===== src/rtl/dds_phase_gen.sv =====
// Phase accumulator for a CORDIC-driven DDS: produces angle samples in centidegrees
// (0..35999) with a fixed or linearly swept tuning word.
module dds_phase_gen #(
  parameter int FRAC_W = 16
) (
  input  logic                clk,
  input  logic                rst_n,
  input  logic                en,
  input  logic                cfg_valid,
  output logic                cfg_ready,
  input  logic [15+FRAC_W:0]  cfg_ftw,
  input  logic [15:0]         cfg_phase,
  input  logic                cfg_sweep,
  input  logic [15+FRAC_W:0]  cfg_step,
  input  logic [15+FRAC_W:0]  cfg_stop,
  input  logic [15:0]         cfg_dwell,
  output logic [15:0]         angle,
  output logic                angle_valid,
  output logic                sync,
  output logic                busy,
  output logic                cfg_err
);

  localparam int ACC_W = 16 + FRAC_W;
  localparam logic [ACC_W:0] MOD = (ACC_W + 1)'(36000) << FRAC_W;

  typedef enum logic [1:0] {IDLE, RUN, SWEEP} state_t;

  state_t             state;
  logic [ACC_W-1:0]   acc;
  logic [ACC_W-1:0]   ftw;
  logic [ACC_W-1:0]   step;
  logic [ACC_W-1:0]   stop;
  logic [15:0]        offset;
  logic [15:0]        dwell;
  logic [15:0]        dwell_cnt;
  logic               sync_pend;

  // Accumulator sum is one bit wider so the modulo compare never sees a wrapped value.
  logic [ACC_W:0]     acc_sum;
  logic               wrap;
  logic [ACC_W-1:0]   acc_next;
  logic [16:0]        angle_sum;
  logic [15:0]        angle_next;
  logic [ACC_W:0]     ftw_sum;
  logic [ACC_W-1:0]   ftw_sat;
  logic [15:0]        dwell_max;
  logic               dwell_hit;
  logic               cfg_fire;
  logic               cfg_bad;
  logic               advance;

  assign acc_sum    = {1'b0, acc} + {1'b0, ftw};
  assign wrap       = (acc_sum >= MOD);
  assign acc_next   = wrap ? ACC_W'(acc_sum - MOD) : acc_sum[ACC_W-1:0];

  assign angle_sum  = {1'b0, acc[ACC_W-1:FRAC_W]} + {1'b0, offset};
  assign angle_next = (angle_sum >= 17'd36000) ? 16'(angle_sum - 17'd36000)
                                               : angle_sum[15:0];

  // Saturating step: the wide sum cannot overflow, so clamping at stop is exact.
  assign ftw_sum    = {1'b0, ftw} + {1'b0, step};
  assign ftw_sat    = (ftw_sum >= {1'b0, stop}) ? stop : ftw_sum[ACC_W-1:0];

  assign dwell_max  = (dwell == 16'd0) ? 16'd1 : dwell;
  assign dwell_hit  = (({1'b0, dwell_cnt} + 17'd1) == {1'b0, dwell_max});

  assign cfg_ready  = (state != SWEEP);
  assign busy       = (state == SWEEP);
  assign cfg_fire   = cfg_valid && cfg_ready;
  assign cfg_bad    = (cfg_ftw[ACC_W-1:FRAC_W] >= 16'd36000) ||
                      (cfg_phase >= 16'd36000) ||
                      (cfg_sweep && (cfg_stop[ACC_W-1:FRAC_W] >= 16'd36000));
  assign advance    = (state != IDLE) && en;

  // NOTE: all state updates use non-blocking assignments so every read in this
  // block sees the pre-edge value regardless of statement order.
  always_ff @(posedge clk or negedge rst_n) begin
    if (!rst_n) begin
      state       <= IDLE;
      acc         <= '0;
      ftw         <= '0;
      step        <= '0;
      stop        <= '0;
      offset      <= '0;
      dwell       <= '0;
      dwell_cnt   <= '0;
      sync_pend   <= 1'b0;
      angle       <= '0;
      angle_valid <= 1'b0;
      sync        <= 1'b0;
      cfg_err     <= 1'b0;
    end else begin
      angle_valid <= advance;
      sync        <= advance && sync_pend;
      cfg_err     <= cfg_fire && cfg_bad;
      if (advance) angle <= angle_next;

      // A load wins over a same-cycle advance: the sample goes out, the acc update is dropped.
      if (cfg_fire && !cfg_bad) begin
        ftw       <= cfg_ftw;
        offset    <= cfg_phase;
        step      <= cfg_step;
        stop      <= cfg_stop;
        dwell     <= cfg_dwell;
        acc       <= '0;
        dwell_cnt <= '0;
        sync_pend <= 1'b1;
        state     <= (cfg_sweep && (cfg_stop > cfg_ftw)) ? SWEEP : RUN;
      end else if (advance) begin
        acc       <= acc_next;
        sync_pend <= wrap;
        if (state == SWEEP) begin
          if (dwell_hit) begin
            dwell_cnt <= '0;
            ftw       <= ftw_sat;
            if (ftw_sat == stop) state <= RUN;
          end else begin
            dwell_cnt <= dwell_cnt + 16'd1;
          end
        end
      end
    end
  end

endmodule


===== config.mk =====
export PLATFORM = sky130hd
export DESIGN_NAME = dds_phase_gen
export DESIGN_NICKNAME = d
export VERILOG_FILES = /design/src/rtl/dds_phase_gen.sv
export SDC_FILE = /design/constraint.sdc
export NUM_CORES = 1
export LEC_CHECK = 0
export ABC_AREA = 1
export BUFFER_PORTS_ARGS = -buffer_cell sky130_fd_sc_hd__buf_2
export CORE_MARGIN = 1
export CORE_UTILIZATION = 30
export DETAILED_ROUTE_END_ITERATION = 10
export PLACE_DENSITY = 0.51
export SLEW_MARGIN = 20
export SYNTH_ARGS = -nofsm -noshare
export SYNTH_HDL_FRONTEND = slang
export SYNTH_SLANG_ARGS = --single-unit
export TNS_END_PERCENT = 100

===== constraint.sdc =====
create_clock -name clk -period 9.8 [get_ports clk]
set_input_delay 0.98 -clock clk [delete_from_list [all_inputs] [get_ports clk]]
set_output_delay 0.98 -clock clk [all_outputs]
set_load 0.005 [all_outputs]

==> impl_metrics.csv <==
group,metric,value,unit
synthesis,synth.most_common_cell,"nand2_1",
synthesis,ys_top_cells_by_area,"dfrtp_1, nand2_1, ha_1",
worst_setup_path,crit_type,"reg -> reg",
worst_setup_path,cp_data_arrival_time,5.96,ns
clocking,root_buffer,"clkbuf_16",
synthesis,syn_inst,2403,
grt,grt_pass1_wl,88300,um
timing,max-slew-margin-rel,0.308,
floorplanning,io-pin-count,154,
worst_setup_path,r2r_slack,4.23,ns
synthesis,netlist_area,16400,um2
route,antenna_left,0,
synthesis,syn_nets,2686,
worst_setup_path,crit_path_end_kind,"register",
grt,grt.total_usage,0.206,
synthesis,synthArstFlopShare,1.00,
clocking,clock_latency,0.50,ns
worst_setup_path,rr_worst_depth,36,
worst_setup_path,slowest_delay,0.45,ns
clocking,cts_setup_buffers,0,
timing,final-max-slew-violation-count,0,
synthesis,postSynthAreaPerCell,6.84,um2
worst_setup_path,worstPathRequired,10.18,ns
clocking,cts_tree,"done",
synthesis,synth_top_area_share,0.302,
final_layout,areaGrowthSynthToFinish,12.4,%
worst_setup_path,slowest_stage,"buf_4",
power,p_leak,9.89,nW
timing,tightestPinTransition,1.03,ns
timing,period_share,0.569,
route,vias,16200,
timing,rsz0062_at_grt,"no",
timing,tns,0,ns
run,maxCapViolations,0,
floorplanning,die_area,55700,um2
synthesis,yosysUniqueCellTypes,57,
synthesis,synth_edf_count,0,
floorplanning,die_w,236,um
worst_setup_path,cp_common_cell,"nand2_1",
power,irDropWorstVdd,0.207,mV
placed_design,placed_cell_area,17900,um2
placed_design,globalplace.congestion,0.913,
clocking,cts.clk_slew.worst_paths,0.08,ns
synthesis,yosysWarnings,0,
grt,grt_max_degree,86,
timing,hold_viol,0,
clocking,postCtsHoldBufs,0,
synthesis,synth.ff_latch_count,198,
timing,clock_skew,0.0128,ns
synthesis,synth_top_area_cell,"dfrtp_1",
route,drt-total-wl,56300,um
worst_setup_path,r2r_end,"state[1]$_DFFE_PN0P_",
placed_design,port_buffers,153,
route,drc,0,
clocking,cts_buffers,17,
synthesis,synthFlopType,"dfrtp_1",
synthesis,yosys-top-cells-count,"nand2_1, inv_1, dfrtp_1",
min_path,hold_class,"in -> async",
floorplanning,die_h,236,um
status,status,"finished, final reports clean",
floorplanning,num_rows,85,
timing,fin_crit,5.57,ns
final_layout,final_nets,2798,
clocking,clock_sinks,198,
placed_design,hpwlAfterDp,45400,um
route,dr.pass1.iters,5,
grt,grt_pass1_vias,16000,
floorplanning,start_util,0.305,
timing,setup_viol,0,
route,routedWlPerCell,17.5,um
clocking,htree_levels,4,
grt,grt_overflow,0,
power,power_density,408,nW/um2
grt,antenna_found_initial,2,
timing,max_freq,179,MHz
final_layout,postLayoutCellArea,18500,um2
worst_setup_path,r2r-start,"ftw[0]$_DFFE_PN0P_",
clocking,clk_path_buf_depth,2,
clocking,cts.repair.resized,0,
worst_setup_path,start_kind,"register",
route,viasPerCell,5.02,
floorplanning,core_area,53900,um2
route,drtIter0Drc,970,
final_layout,drive_above_1_share,0.0894,
synthesis,seq_area_frac_synth,0.302,
worst_setup_path,crit_fanout,47,
-- critical path, delay by kind of cell (launching register included) --
family	cells	cell delay, ns
simple gates	29	3.08
fa+ha+maj	3	0.97
buf+inv	2	0.56
flops	1	0.42
xor+xnor	1	0.20
compound gates	1	0.20
-- flip-flops by register name (all words and copies together), names as in the netlist, 2 cells and up --
signal and cells:
ftw 32, acc 32, offset 16, stop 32
dwell_cnt 16, dwell 16, step 32, state 2
angle 16
-- cell usage in the layout (no fill, tap or decap), drive strengths merged, types with 2 or more instances in the layout --
cell	count
clkinvlp	3
dfrtp	198
a221oi	5
a21boi	12
xnor2	22
nor3	24
o221ai	2
nand4	72
a22o	10
xor2	73
o21a	4
o31ai	5
inv	301
o211ai	22
a211oi	5
buf	162
nor2	165
ha	147
a21o	12
o311ai	3
o21ai	151
nor4	14
nand3	117
fa	3
a21oi	107
o32ai	8
clkinv	5
nand3b	6
o21bai	19
clkbuf	20
a31oi	11
nand2	809
diode	3
or2	2
-- per-stage QoR --
stage | power (W) | std cells | setup slack (ns) | hold slack (ns) | util
floorplan | 0.00531 | 2403 | 5.67 | 0.453 | -
global placement | 0.00672 | 3192 | 4.17 | 0.467 | 0.331
detailed placement | 0.00678 | 3192 | 4.04 | 0.470 | 0.331
CTS | 0.00756 | 3224 | 4.26 | 0.465 | 0.342
global route | 0.00836 | 3226 | 3.77 | 0.490 | 0.342
finish | 0.00754 | 3227 | 4.23 | 0.466 | 0.343
-- power by group --
part	total, W	internal [W]	switching (W)
sequential	0.00145	0.00111	0.000340
combinational	0.00535	0.00178	0.00356
clock	0.000742	0.000371	0.000371
total	0.00754	0.00326	0.00428
-- cells by family (layout without fill, tap and decap cells) --
| group | Yosys count | after routing | synth area share |
|---|---|---|---|
| buf+inv | 367 | 492 | 0.0870 |
| other cells | 0 | 3 | 0 |
| flops | 198 | 198 | 0.302 |
| fa+ha+maj | 150 | 150 | 0.116 |
| compound gates | 382 | 382 | 0.139 |
| xor+xnor | 95 | 95 | 0.0511 |
| simple gates | 1211 | 1211 | 0.306 |
-- layer usage --
layer,up-vias,share of wire,GRT usage
li1,8112,-,-
met1,7694,0.45,0.261
met2,328,0.49,0.356
met3,67,0.035,0.0298
met4,0,0.026,0.0717
met5,-,0,0
-- worst max path at each step --
stage	start	slack, ns	end	cells after the start
after floorplan	ftw[0]$_DFFE_PN0P_	5.67	state[0]$_DFFE_PN0P_	38
after global routing	ftw[0]$_DFFE_PN0P_	3.77	state[0]$_DFFE_PN0P_	38
after CTS	ftw[0]$_DFFE_PN0P_	4.26	state[1]$_DFFE_PN0P_	36
after global placement	cfg_ftw[21]	4.17	state[0]$_DFFE_PN0P_	13
final	ftw[0]$_DFFE_PN0P_	4.23	state[1]$_DFFE_PN0P_	36
after detailed placement	cfg_ftw[22]	4.04	ftw[31]$_DFFE_PN0P_	12
-- layout make-up --
| type | instances | area [um2] |
|---|---|---|
| fillers | 5879 | 35500 |
| multi-input cells | 1838 | 10100 |
| flip-flops and latches | 198 | 4950 |
| inverters | 297 | 1120 |
| well taps | 696 | 871 |
| repair buffers | 163 | 850 |
| clock buffers | 19 | 453 |
| clock inverters | 13 | 141 |
| diodes | 3 | 7.51 |
Note: power is estimated with default switching activity, not from simulation.
